### config.mk
export PLATFORM = sky130hd
export DESIGN_NAME = button_counter
export DESIGN_NICKNAME = d
export VERILOG_FILES = /design/src/rtl/button_counter_pkg.sv /design/src/rtl/button_counter_debounce.sv /design/src/rtl/button_counter.sv
export SDC_FILE = /design/constraint.sdc
export NUM_CORES = 1
export LEC_CHECK = 0
export ABC_AREA = 0
export CAP_MARGIN = 40
export CORE_ASPECT_RATIO = 0.8
export CORE_MARGIN = 5
export CORE_UTILIZATION = 45
export CTS_CLUSTER_SIZE = 28
export DETAILED_ROUTE_END_ITERATION = 12
export DONT_BUFFER_PORTS = 1
export HOLD_SLACK_MARGIN = 0.06
export PLACE_DENSITY = 0.65
export SKIP_CTS_REPAIR_TIMING = 1
export SYNTH_ARGS = -nofsm -noshare
export SYNTH_HDL_FRONTEND = slang
export SYNTH_SLANG_ARGS = --single-unit
export TNS_END_PERCENT = 50
### constraint.sdc
create_clock -name clk100 -period 4 [get_ports clk100]
set_input_delay 1.2 -clock clk100 [delete_from_list [all_inputs] [get_ports clk100]]
set_output_delay 1.2 -clock clk100 [all_outputs]
set_load 0.1 [all_outputs]
### src/rtl/button_counter_pkg.sv
// Shared constants, debounce FSM encoding and the BCD step helper for the
// button counter.
package button_counter_pkg;

  localparam int DEBOUNCE_CYCLES_DEF = 1000000;

  localparam logic [1:0] ST_RELEASED    = 2'd0;
  localparam logic [1:0] ST_ARM_PRESS   = 2'd1;
  localparam logic [1:0] ST_HELD        = 2'd2;
  localparam logic [1:0] ST_ARM_RELEASE = 2'd3;

  typedef enum logic [1:0] {
    RELEASED    = ST_RELEASED,
    ARM_PRESS   = ST_ARM_PRESS,
    HELD        = ST_HELD,
    ARM_RELEASE = ST_ARM_RELEASE
  } db_state_e;

  // One-step BCD up/down with ripple carry/borrow across the four digits.
  // A digit >= 9 rolls to 0 on up, so the result is always valid BCD.
  function automatic logic [15:0] bcd_step(input logic [15:0] v, input logic up);
    logic [15:0] r;
    logic        c;
    r = v;
    c = 1'b1;
    for (int i = 0; i < 4; i++) begin
      if (c) begin
        if (up) begin
          if (v[i*4 +: 4] >= 4'd9) r[i*4 +: 4] = 4'd0;
          else begin
            r[i*4 +: 4] = v[i*4 +: 4] + 4'd1;
            c = 1'b0;
          end
        end else begin
          if (v[i*4 +: 4] == 4'd0) r[i*4 +: 4] = 4'd9;
          else begin
            r[i*4 +: 4] = (v[i*4 +: 4] > 4'd9) ? 4'd8 : v[i*4 +: 4] - 4'd1;
            c = 1'b0;
          end
        end
      end
    end
    return r;
  endfunction

endpackage

### src/rtl/button_counter_debounce.sv
// Two-flop synchroniser plus four-state debounce FSM for one raw button;
// emits a registered one-cycle pulse when a press is accepted.
module debounce
  import button_counter_pkg::*;
#(
  parameter int DEBOUNCE_CYCLES = DEBOUNCE_CYCLES_DEF
) (
  input  logic clk100,
  input  logic reset,
  input  logic i_btn,
  output logic o_press
);

  localparam int             CW      = $clog2(DEBOUNCE_CYCLES + 1);
  localparam logic [CW-1:0]  CNT_MAX = CW'(DEBOUNCE_CYCLES);
  localparam logic [CW-1:0]  THRESH  = CW'(DEBOUNCE_CYCLES - 1);

  logic          r_sync1, r_sync2, r_press;
  db_state_e     r_state, w_state_nxt;
  logic [CW-1:0] r_cnt, w_cnt_nxt, w_cnt_inc;
  logic          w_rise;

  always_ff @(posedge clk100 or posedge reset) begin
    if (reset) begin
      r_sync1 <= 1'b0;
      r_sync2 <= 1'b0;
      r_state <= RELEASED;
      r_cnt   <= '0;
      r_press <= 1'b0;
    end else begin
      r_sync1 <= i_btn;
      r_sync2 <= r_sync1;
      r_state <= w_state_nxt;
      r_cnt   <= w_cnt_nxt;
      r_press <= w_rise;
    end
  end

  // The sample that leaves a stable state counts as the first of the window,
  // so the arm state needs DEBOUNCE_CYCLES-1 further matching samples.
  always_comb begin
    w_state_nxt = r_state;
    w_cnt_nxt   = r_cnt;
    w_rise      = 1'b0;
    w_cnt_inc   = (r_cnt == CNT_MAX) ? r_cnt : r_cnt + CW'(1);
    case (r_state)
      RELEASED: if (r_sync2) begin
        w_state_nxt = ARM_PRESS;
        w_cnt_nxt   = '0;
      end
      ARM_PRESS: begin
        if (!r_sync2) begin
          w_state_nxt = RELEASED;
          w_cnt_nxt   = '0;
        end else if (w_cnt_inc >= THRESH) begin
          w_state_nxt = HELD;
          w_cnt_nxt   = '0;
          w_rise      = 1'b1;
        end else w_cnt_nxt = w_cnt_inc;
      end
      HELD: if (!r_sync2) begin
        w_state_nxt = ARM_RELEASE;
        w_cnt_nxt   = '0;
      end
      ARM_RELEASE: begin
        if (r_sync2) begin
          w_state_nxt = HELD;
          w_cnt_nxt   = '0;
        end else if (w_cnt_inc >= THRESH) begin
          w_state_nxt = RELEASED;
          w_cnt_nxt   = '0;
        end else w_cnt_nxt = w_cnt_inc;
      end
      default: begin
        w_state_nxt = RELEASED;
        w_cnt_nxt   = '0;
      end
    endcase
  end

  assign o_press = r_press;

endmodule

### src/rtl/button_counter.sv
// Up/down press counter: two debounced buttons drive a registered 4-digit
// BCD or 16-bit hex count for the display driver.
module button_counter
  import button_counter_pkg::*;
#(
  parameter int DEBOUNCE_CYCLES = DEBOUNCE_CYCLES_DEF,
  parameter int BCD             = 1
) (
  input  logic        clk100,
  input  logic        reset,
  input  logic        btn_up,
  input  logic        btn_down,
  input  logic        clear,
  output logic [15:0] number,
  output logic        press_up,
  output logic        press_down
);

  logic [1:0]  w_btn, w_press;
  logic [15:0] r_number, w_number_nxt;

  assign w_btn = {btn_down, btn_up};

  for (genvar g = 0; g < 2; g++) begin : g_db
    debounce #(.DEBOUNCE_CYCLES(DEBOUNCE_CYCLES)) u_db (
      .clk100 (clk100),
      .reset  (reset),
      .i_btn  (w_btn[g]),
      .o_press(w_press[g])
    );
  end

  // Count acts on the registered pulses, one cycle after they appear.
  always_comb begin
    w_number_nxt = r_number;
    if (clear) w_number_nxt = '0;
    else if (w_press[0] ^ w_press[1]) begin
      if (BCD != 0) w_number_nxt = bcd_step(r_number, w_press[0]);
      else          w_number_nxt = w_press[0] ? r_number + 16'd1 : r_number - 16'd1;
    end
  end

  always_ff @(posedge clk100 or posedge reset) begin
    if (reset) r_number <= '0;
    else       r_number <= w_number_nxt;
  end

  assign number     = r_number;
  assign press_up   = w_press[0];
  assign press_down = w_press[1];

endmodule

Word-level counts from Yosys, hierarchy flattened
Index checks and enable logic that the tools add are counted.

storage, ports and cells
  word-level logic and storage cells = 140
  flip-flop bits (word level) = 66
  bits of input ports = 5
  output and inout bits = 18

operators by class
  multiplexer cells = 72
  equal/unequal tests = 16
  add/subtract/negate cells = 10
  reduce and logical (&&, ||, !) cells = 17
  bitwise operators = 1
  magnitude comparators = 10

operators by type and width
  operator                                                                  number
  20-bit two-way mux                                                        12
  20-bit case mux with 4 select lines                                       2
  4-bit two-way mux                                                         19
  20-bit by 1-bit adder with 20-bit output (second input constant)          2
  20-bit == test (second input constant)                                    2
  20-bit greater-or-equal comparator (second input constant)                2
  16-bit two-way mux                                                        2
  2-bit two-way mux                                                         12
  1-bit two-way mux                                                         23
  4-bit by 1-bit adder with 4-bit output (second input constant)            4
  4-bit greater-or-equal comparator (second input constant)                 4
  4-bit > comparator (second input constant)                                4
  4-bit logical NOT                                                         4
  2-bit case mux with 4 select lines                                        2
  4-bit by 1-bit subtractor with 4-bit output (second input constant)       4
  2-bit AND reduction                                                       5
  2-bit == test (second input constant)                                     4
  4-bit AND reduction                                                       2
  2-bit nonzero test                                                        4
  3-bit by 1-bit inequality test with 1-bit output (second input constant)  2
  3-bit inequality test (second input constant)                             2
  2-bit by 1-bit == test with 1-bit output (second input constant)          2
  2-bit logical NOT                                                         2
  2-bit by 1-bit inequality test with 1-bit output (second input constant)  2
  other kinds (2)                                                           3

Depth between registers and ports, before layout
Gate-level depths: netlist of the first run.

  depth after elaboration = 14
  depth in mapped cells = 12
  gate-level depth less buffers = 10

By module
From an unflattened synthesis of the first run, not the netlist that was laid out.

second synthesis, totals
  cell total of the unflattened synthesis = 642
  area, all modules = 5380.2 µm²

by module, submodules not included
  module          sequential area each (µm²)  cells each  times used  area each (µm²)
  debounce        625.6                       220         2           1843.0
  button_counter  400.4                       202         1           1694.1

Worst setup path after synthesis of the first run
OpenSTA, ideal clock, no wires.

  path type = reg2reg
  start = register r_number[0] (netlist: number[0])
  end = register r_number[15] (netlist: number[15])
  library setup time = 65 ps
  slack = 869 ps
  stages on the path, launching flop included = 10
  arrival time = 3066 ps
  period minus slack after synthesis = 3131 ps
  cells stage by stage = dfrtp_1 -> inv_1 -> ha_1 -> nand2b_1 -> o211ai_1 -> o22a_1 -> nor2_1 -> a31oi_1 -> a2111oi_0 -> a21o_1

on the way
  longest elaborated chain between the ends = 13
  elaborated cells between the ends (all ways) = 15
  classes of those cells = order compare: 1; mux: 11; reduce/logical: 3

RTL lines
  element                                                                 RTL line                                            source
  start: declaration                                                      button_counter.sv:20                                logic [15:0] r_number, w_number_nxt;
  start signal: assignment                                                button_counter.sv:45                                else r_number <= w_number_nxt;
  4-bit greater-or-equal comparator or 4-bit logical NOT (tied branches)  button_counter_pkg.sv:29, button_counter_pkg.sv:35
  1-bit two-way mux (on tied branches)                                    button_counter_pkg.sv:29, button_counter_pkg.sv:35
  1-bit two-way mux (*)                                                   button_counter_pkg.sv:28                            if (up) begin
  1-bit two-way mux (*)                                                   button_counter.sv:37                                else if (w_press[0] ^ w_press[1]) begin
  1-bit two-way mux (*)                                                   button_counter.sv:36                                if (clear) w_number_nxt = '0;
  1-bit two-way mux (*)                                                   button_counter_pkg.sv:27                            if (c) begin
  1-bit two-way mux (*)                                                   button_counter.sv:37
  1-bit two-way mux (*)                                                   button_counter.sv:36
  1-bit two-way mux (*)                                                   button_counter_pkg.sv:27
  1-bit two-way mux (*)                                                   button_counter.sv:37
  1-bit two-way mux (*)                                                   button_counter.sv:36
  2-bit nonzero test (no source line) (*)                                 n/a
  2-bit AND reduction (no source line) (*)                                n/a

Mark *: on every way between the ends. The rest lies on a longest branch, timed or not. The select of a mux whose other input is x is not followed.
A chain may end at the register's enable or synchronous reset.

Worst setup path after layout of the first run
  start = register g_db[1].u_db.r_cnt[0]
  end = register g_db[1].u_db.r_cnt[9]

on the way
  longest elaborated chain between the ends = 6
  elaborated cells between the ends (all ways) = 8
  classes of those cells = add/sub: 1; order compare: 1; eq/ne: 1; mux: 5

RTL lines
  element                                                                     RTL line                                                      source
  start: declaration                                                          button_counter_debounce.sv:20                                 logic [CW-1:0] r_cnt, w_cnt_nxt, w_cnt_inc;
  start signal: assignment                                                    button_counter_debounce.sv:34                                 r_cnt <= w_cnt_nxt;
  20-bit by 1-bit adder with 20-bit output or 20-bit == test (tied branches)  button_counter_debounce.sv:45                                 w_cnt_inc = (r_cnt == CNT_MAX) ? r_cnt : r_cnt + CW'(1);
  20-bit two-way mux (*)                                                      button_counter_debounce.sv:45
  20-bit greater-or-equal comparator                                          button_counter_debounce.sv:55, button_counter_debounce.sv:69
  20-bit two-way mux (*)                                                      button_counter_debounce.sv:55, button_counter_debounce.sv:69
  20-bit two-way mux (on tied branches)                                       button_counter_debounce.sv:66, button_counter_debounce.sv:52
  20-bit case mux with 4 select lines (*)                                     button_counter_debounce.sv:46                                 case (r_state)

Mark *: on every way between the ends. The rest lies on a longest branch, timed or not.

==> results of run 1 <==
==> logic make-up (layout without fill, tap and decap cells) <==
logic type,after synthesis,after routing,share of synthesized area [%]
and+or+nand+nor,243,243,25.7
AOI/OAI and AO/OA,164,164,23.5
buffers and inverters,65,66,5.73
muxes,13,13,2.80
DFF,66,66,34.2
adders and majority gates,18,18,4.67
xor gates and xnor gates,19,19,3.45
==> path summary, 6_finish.rpt <==
| path | start | end | slack [ps] |
|---|---|---|---|
| setup reg to reg | g_db[1].u_db.r_cnt[0] | g_db[1].u_db.r_cnt[9] | 630 |
| max in group asynchronous | reset | g_db[1].u_db.r_cnt[14] | 2480 |
| min in group asynchronous | reset | g_db[0].u_db.r_state[0] | 870 |
| hold / removal | g_db[1].u_db.r_sync1 | g_db[1].u_db.r_sync2 | 350 |
| setup / recovery | g_db[1].u_db.r_cnt[0] | g_db[1].u_db.r_cnt[9] | 630 |
| hold reg to reg | g_db[1].u_db.r_sync1 | g_db[1].u_db.r_sync2 | 350 |
==> cell usage after synthesis, drive strengths merged (10+ instances only) <==
cell type and instances:
ha 18, and3 10, a31oi 12, dfrtp 66, clkbuf 21, and2 12
nand2 67, o21ai 28, nand2b 10, nor3 20, a21oi 42, buf 18
nor2 44, xor2 10, a211o 10, inv 26, nand3 32, nand4 16
==> state kept, by name (all words and copies together), names as in the netlist, named ones only <==
signal             count
g_db.u_db.r_sync1      2
g_db.u_db.r_cnt       40
g_db.u_db.r_sync2      2
g_db.u_db.o_press      2
g_db.u_db.r_state      2
number                16
==> critical path, cell delays in order (launching register included) <==
cell and delay [ps]:
dfrtp_1 470, ha_1 320, and3_1 370, nand4_1 180
or3_1 410, and2_1 190, a211o_1 290, o211ai_4 600
nor2_1 110, a211o_1 290
==> layer usage <==
| layer | vias to the layer above | track usage, % | part of all wire, % |
|---|---|---|---|
| met1 | 2088 | 25.8 | 49 |
| met5 | - | 0 | 0 |
| met4 | 0 | 7.25 | 1.6 |
| met3 | 17 | 4.04 | 5.2 |
| li1 | 2159 | - | - |
| met2 | 128 | 27.9 | 44 |
==> metrics by stage <==
step / cell area [sq um] / util (%)
after detailed placement: 5120 / 49.4
after floorplan: 4820 / -
after CTS: 5490 / 53.0
final: 5490 / 53.0
after global placement: 4960 / 47.9
after global routing: 5490 / 53.0
==> power by group through the flow <==
| stage | clock, uW | sequential, uW | combinational, uW |
|---|---|---|---|
| detailed placement | 0 | 744 | 337 |
| global placement | 0 | 805 | 202 |
| floorplan | 0 | 810 | 160 |
| finish | 977 | 734 | 336 |
| global route | 1030 | 738 | 365 |
| CTS | 1000 | 733 | 337 |
==> layout make-up <==
cell class | count | share of cell area (%)
well taps | 140 | 3.19
repair buffers | 24 | 5.40
clock inverters | 5 | 2.28
flip-flops and latches | 66 | 30.1
inverters | 26 | 1.78
multi-input cells | 457 | 52.8
clock buffers | 11 | 4.42
==> results.sh, run 1 <==
export IMPL_seqPwrFrac_pct=35.8
export IMPL_period_share_pct=84.2
export IMPL_synth_edf_count=0
export IMPL_synthToLayoutAreaGrowth_pct=13.8
export IMPL_tritoncts="yes"
export IMPL_p_total_uw=2050
export IMPL_insertedDiodeCount=0
export IMPL_multi_input_area_sq_um=2900
export IMPL_syn_area_sq_um=4820
export IMPL_critPathKind="flop to flop"
export IMPL_p_clk_share_pct=47.7
export IMPL_slew_headroom_pct=51.2
export IMPL_finalMaxSlewViolations=0
export IMPL_synth_top_cells_by_area="dfrtp_1 34%, nand2_1 5.2%, ha_1 4.7%"
export IMPL_vdd_ir_drop_max_uv=205
export IMPL_fin_skew_ps=9.81
export IMPL_synth_top_area_share_pct=34.2
export IMPL_p_per_area_nw_per_um2=373
export IMPL_setup_slack_ps=634
export IMPL_yosysSeqAreaShare_pct=34.2
export IMPL_dp_slack_ps=672
export IMPL_fp_dieW_um=126
export IMPL_coreArea_sq_um=10400
export IMPL_die_h_um=103
export IMPL_holdPathStages=0
export IMPL_ant_nets=0
export IMPL_syn_num_nets=611
export IMPL_clock_root_buffer="clkbuf_16"
export IMPL_final_common_cell="nand2_1"
export IMPL_cts_htree_levels=3
export IMPL_clkLatencyLatePin_ps=340
export IMPL_initial_core_util_pct=46.5
export IMPL_rows=33
export IMPL_ios=23
export IMPL_synth_distinct_cells=69
export IMPL_clkSlewWorstSetupHoldPaths_ps=50
export IMPL_holdWs_ps=350
export IMPL_gr_total_overflow=0
export IMPL_drc_errors=0
export IMPL_dieArea_sq_um=12900
export IMPL_grt_pass1_wl_um=19700
export IMPL_cap_violations=0
export IMPL_ys_async_sr_fraction_pct=100
export IMPL_fmax_mhz=297
export IMPL_cts_sinks=66
export IMPL_fillers=962
export IMPL_clockBufferDepth=2
export IMPL_critical_path_arrival_ps=3580
export IMPL_worst_pin_slew_ps=730
export IMPL_synth_flop_cell="dfrtp_1"
export IMPL_drtIter0Drc=346
export IMPL_switching_share_pct=26.4
export IMPL_critPathMaxFanout=26
export IMPL_outcome="complete, no violations"
export IMPL_power_leakage_uw=0.00222
export IMPL_final_cells=729
export IMPL_layout_common_cells="67 x nand2_1, 65 x dfrtp_1, 43 x nor2_1"
export IMPL_p_switching_uw=540
export IMPL_grt_max_degree=37
export IMPL_first_pass_iters=5
export IMPL_finalHoldViolations=0
export IMPL_ys_warn_count=0
export IMPL_wl_per_cell_um=15.5
export IMPL_setup_viol=0
export IMPL_syn_inst=588
export IMPL_drive_above_1_share_pct=9.34
export IMPL_io_buffer_count=0
export IMPL_r2r_cells=9
export IMPL_synth_seq_cells=66
export IMPL_regArea_sq_um=1650
export IMPL_hold_class="flop to flop"
export IMPL_p_comb_share_pct=16.4
export IMPL_avgSynthCellArea_sq_um=8.20
export IMPL_viasPerCell=6.02
export IMPL_wl_um=11300
export IMPL_setup_tns_ps=0
export IMPL_worst_setup_path_end_kind="flop"
export IMPL_critPathLaunchType="flop"
export IMPL_min_period_ps=3370
export IMPL_grt_pass1_vias=4014
export IMPL_cts_buffers=9
export IMPL_nets=607
export IMPL_dp_cells=713
export IMPL_grt_use_total_pct=18.4
export IMPL_cp_required_ps=4210
export IMPL_rsz0062_at_grt="no"
export IMPL_num_vias=4392
export IMPL_hpwl_um=7970
export IMPL_place_gp_congestion=0.907
export IMPL_synth_largest_area_cell="dfrtp_1"
export IMPL_p_int_uw=1510
export IMPL_antenna_found_initial=0
Note: power is estimated with default switching activity, not from simulation.
==> inputs of run 2 (changes only) <==
clock period = 3.5 ns   (was 4 ns; I/O delays follow)
==> run 2 against run 1 <==
Effect of this change: cell count rose by 0.41%; sequential share of layout area rose by 0.50 points; global-route usage fell by 0.53 points; count of clock-buffer cells in the layout fell by 1; design area fell by 1.6%; critical path type unchanged.
==> results.sh, run 2 (same netlist as run 1, synthesis figures left out) <==
export IMPL_holdWs_ps=359
export IMPL_io_buffer_count=0
export IMPL_hold_class="flop to flop"
export IMPL_wl_per_cell_um=15.0
export IMPL_critPathLaunchType="flop"
export IMPL_final_cells=732
export IMPL_hpwl_um=7810
export IMPL_fmax_mhz=323
export IMPL_fillers=964
export IMPL_clkSlewWorstSetupHoldPaths_ps=60
export IMPL_finalHoldViolations=0
export IMPL_dp_cells=716
export IMPL_period_share_pct=88.5
export IMPL_setup_viol=0
export IMPL_clockBufferDepth=2
export IMPL_ant_nets=0
export IMPL_grt_pass1_wl_um=19100
export IMPL_antenna_found_initial=0
export IMPL_drive_above_1_share_pct=9.97
export IMPL_cap_violations=0
export IMPL_crit_buf_inv=1
export IMPL_fin_area_sq_um=5400
export IMPL_slew_headroom_pct=51.4
export IMPL_wl_um=11000
export IMPL_path_delay_family="simple AND/OR/NAND/NOR gates"
export IMPL_grt_pass1_vias=3921
export IMPL_layout_common_cells="67 x nand2_1, 65 x dfrtp_1, 43 x nor2_1"
export IMPL_dpl_instance_area_sq_um=5070
export IMPL_setup_tns_ps=0
export IMPL_cpPeakStageDelay_ps=470
export IMPL_drtIter0Drc=565
export IMPL_final_common_cell="nand2_1"
export IMPL_outcome="complete, no violations"
export IMPL_gr_total_overflow=0
export IMPL_min_period_ps=3100
export IMPL_first_pass_iters=6
export IMPL_fin_skew_ps=6.76
export IMPL_power_leakage_uw=0.00219
export IMPL_critical_path_arrival_ps=3320
export IMPL_cts_sinks=66
export IMPL_grt_use_total_pct=17.8
export IMPL_vdd_ir_drop_max_uv=238
export IMPL_tritoncts="yes"
export IMPL_cp_common_cell="a211o_1"
export IMPL_nets=610
export IMPL_fp_dieW_um=126
export IMPL_cts_buffers=9
export IMPL_grt_max_degree=35
export IMPL_dp_slack_ps=419
export IMPL_num_vias=4309
export IMPL_drc_errors=0
export IMPL_cts_htree_levels=3
export IMPL_clkLatencyLatePin_ps=340
export IMPL_dieArea_sq_um=12900
export IMPL_regMostFlops="g_db.u_db.r_cnt"
export IMPL_clock_root_buffer="clkbuf_16"
export IMPL_critPathMaxFanout=26
export IMPL_top_usage_layer="met2"
export IMPL_synthToLayoutAreaGrowth_pct=12.0
export IMPL_ios=23
export IMPL_insertedDiodeCount=0
export IMPL_largest_register_ffs=40
export IMPL_rows=33
export IMPL_worst_setup_path_end_kind="flop"
export IMPL_viasPerCell=5.89
export IMPL_rsz0062_at_grt="no"
export IMPL_finalMaxSlewViolations=0
export IMPL_met2_usage_pct=26.4
export IMPL_place_gp_congestion=0.852
export IMPL_critPathSlowestCell="dfrtp_1"
export IMPL_worst_pin_slew_ps=729
export IMPL_setup_slack_ps=401
export IMPL_p_per_area_nw_per_um2=405
export IMPL_grtUsageMet3_pct=4.45
export IMPL_worstPathCellList="ha_1, and3_1, nand4_1, or3_1, and2_1, a211o_1, o211ai_4, buf_4, nor3_1, a211o_1"
export IMPL_critPathKind="flop to flop"
export IMPL_coreArea_sq_um=10400
export IMPL_initial_core_util_pct=46.5
export IMPL_die_h_um=103
export IMPL_cp_required_ps=3720
export IMPL_met1_usage_pct=25.9
[run 2: cell type report]
cell class	instances	area (sq um)	share of cell area [%]
Multi-Input combinational cell	457	2900	53.7
Timing Repair Buffer	27	246	4.56
Clock inverter	6	90.1	1.67
Clock buffer	10	239	4.43
Inverter	26	97.6	1.81
Tap cell	140	175	3.24
Sequential cell	66	1650	30.6
[run 2: final timing paths]
kind | startpoint | endpoint | slack (ps) | cells past startpoint
worst min register to register | g_db[0].u_db.r_sync1 | g_db[0].u_db.r_sync2 | 360 | 0
min in group asynchronous | reset | g_db[1].u_db.r_sync1 | 710 | 1
worst max-delay path | g_db[1].u_db.r_cnt[0] | g_db[1].u_db.r_cnt[7] | 400 | 10
worst max register to register | g_db[1].u_db.r_cnt[0] | g_db[1].u_db.r_cnt[7] | 400 | 10
worst min-delay path | g_db[0].u_db.r_sync1 | g_db[0].u_db.r_sync2 | 360 | 0
max in group asynchronous | reset | g_db[0].u_db.o_press | 2050 | 2
[run 2: through the flow]
step                      util (%)  power (uW)
after global placement        48.2        1150
after CTS                     52.1        2220
after floorplan                  -        1110
after detailed placement      48.9        1220
final                         52.1        2190
after global routing          52.1        2280
[run 2: per-layer routing]
metal  up-vias  wire (um)
met3        18        663
li1       2153          -
met4         0        180
met1      2010       5540
met2       128       4630
met5         -          0
[run 2: where the power goes]
part	internal [uW]	switching, uW	total, uW
clock	644	343	987
combinational	130	242	372
sequential	788	42.4	830
total	1560	627	2190
==> inputs of run 3 (changes only) <==
PLACE_DENSITY = 0.6   (was 0.65)
==> run 3 against run 2 <==
Effect of this change: design area decreased by 0.35%; worst setup slack got worse by 79 ps; clock power decreased by 11%; global-route usage decreased by 0.15 points; routed wire length fell by 0.26%; non-clock buffer count rose by 1; critical path type unchanged; critical endpoint is now g_db[1].u_db.r_cnt[6]; largest cell class unchanged; highest routed layer unchanged.
==> results.sh, run 3 (same netlist as run 1, synthesis figures left out) <==
export IMPL_hold_class="flop to flop"
export IMPL_critPathMaxFanout=24
export IMPL_cap_violations=0
export IMPL_tritoncts="yes"
export IMPL_fillers=993
export IMPL_nets=611
export IMPL_cts_htree_levels=3
export IMPL_initial_core_util_pct=46.5
export IMPL_wl_met3_um=572
export IMPL_grt_pass1_vias=3866
export IMPL_critPathLaunchType="flop"
export IMPL_cpPeakStageDelay_ps=500
export IMPL_first_pass_iters=4
export IMPL_grt_pass1_wl_um=18900
export IMPL_final_common_cell="nand2_1"
export IMPL_regMostFlops="g_db.u_db.r_cnt"
export IMPL_r2r_cells=10
export IMPL_holdPathStages=0
export IMPL_cts_sinks=66
export IMPL_drtIter0Drc=318
export IMPL_wl_met2_um=4840
export IMPL_cp_common_cell="a211o_1"
export IMPL_period_share_pct=90.8
export IMPL_worst_pin_slew_ps=632
export IMPL_drive_above_1_share_pct=9.61
export IMPL_clock_root_buffer="clkbuf_16"
export IMPL_fin_skew_ps=11.2
export IMPL_dr_max_layer_used="met4"
export IMPL_io_buffer_count=0
export IMPL_dp_cells=717
export IMPL_worst_setup_path_end_kind="flop"
export IMPL_num_vias=4311
export IMPL_slew_headroom_pct=57.7
export IMPL_grt_max_degree=46
export IMPL_insertedDiodeCount=0
export IMPL_outcome="complete, no violations"
export IMPL_antenna_found_initial=0
export IMPL_ant_nets=0
export IMPL_power_leakage_uw=0.00218
export IMPL_synthToLayoutAreaGrowth_pct=11.6
export IMPL_vdd_ir_drop_max_uv=226
export IMPL_finalMaxSlewViolations=0
export IMPL_die_h_um=103
export IMPL_dieArea_sq_um=12900
export IMPL_wl_per_cell_um=15.0
export IMPL_drc_errors=0
export IMPL_clkSlewWorstSetupHoldPaths_ps=50
export IMPL_critical_path_arrival_ps=3390
export IMPL_viasPerCell=5.88
export IMPL_crit_cells=10
export IMPL_largest_register_ffs=40
export IMPL_layout_common_cells="67 x nand2_1, 65 x dfrtp_1, 43 x nor2_1"
export IMPL_fmax_mhz=315
export IMPL_rows=33
export IMPL_final_cells=733
export IMPL_path_delay_family="simple AND/OR/NAND/NOR gates"
export IMPL_hpwl_um=7830
export IMPL_crit_buf_inv=1
export IMPL_wl_met1_um=5500
export IMPL_clkLatencyLatePin_ps=330
export IMPL_ios=23
export IMPL_setup_tns_ps=0
export IMPL_cp_required_ps=3710
export IMPL_clockBufferDepth=2
export IMPL_fp_dieW_um=126
export IMPL_ff2ff_setup_slack_ps=320
export IMPL_grt_use_total_pct=17.7
export IMPL_rsz0062_at_grt="no"
export IMPL_gr_total_overflow=0
export IMPL_critPathKind="flop to flop"
export IMPL_cts_buffers=9
export IMPL_coreArea_sq_um=10400
export IMPL_worstPathCellList="ha_1, and3_1, nand4_1, or3_1, and2_1, a211o_1, o211ai_4, buf_4, nor3_1, a211o_1"
export IMPL_p_per_area_nw_per_um2=388
export IMPL_setup_viol=0
export IMPL_wl_um=11000
export IMPL_place_gp_congestion=0.867
export IMPL_min_period_ps=3180
export IMPL_finalHoldViolations=0
export IMPL_critPathSlowestCell="dfrtp_1"
run 3: metal layers:
metal / GRT usage, % / vias up
li1: - / 2163
met1: 24.8 / 2057
met2: 27.4 / 84
met3: 4.35 / 7
met4: 5.19 / 0
met5: 0 / -
run 3: final timing paths:
| check | start | to |
|---|---|---|
| setup reg to reg | g_db[1].u_db.r_cnt[0] | g_db[1].u_db.r_cnt[6] |
| min in group asynchronous | reset | number[6] |
| max in group asynchronous | reset | g_db[0].u_db.o_press |
| hold / removal | g_db[1].u_db.r_sync1 | g_db[1].u_db.r_sync2 |
| setup / recovery | g_db[1].u_db.r_cnt[0] | g_db[1].u_db.r_cnt[6] |
| hold reg to reg | g_db[1].u_db.r_sync1 | g_db[1].u_db.r_sync2 |
run 3: through the flow:
stage | hold WS [ps] | util, % | power, uW | area (sq um) | worst slack (ps)
2_1_floorplan | 331 | - | 1110 | 4820 | 369
3_3_place_gp | 339 | 48.4 | 1160 | 5020 | 471
3_5_place_dp | 342 | 49.1 | 1220 | 5090 | 368
4_1_cts | 363 | 51.9 | 2130 | 5380 | 330
5_1_grt | 369 | 51.9 | 2200 | 5380 | 41.9
6_report | 362 | 51.9 | 2090 | 5380 | 323
run 3: area by class of cell:
class                   instances  area [sq um]  share of cell area, %
clock buffers                  13           250                   4.65
inverters                      26          97.6                   1.81
well taps                     140           175                   3.26
clock inverters                 3          40.0                  0.744
flip-flops and latches         66          1650                   30.7
repair buffers                 28           267                   4.95
multi-input cells             457          2900                   53.9
run 3: worst register-to-register path: cells and delay by family, from the launching register on:
kind,cells,cell delay (ps)
buffers and inverters,1,280
and+or+nand+nor,5,1240
AOI/OAI and AO/OA,3,730
DFF,1,500
adders and majority gates,1,320
run 3: power by group:
part,switching [uW],internal [uW]
Clock,314,568
Sequential,41.7,788
Combinational,246,132
Total,601,1490
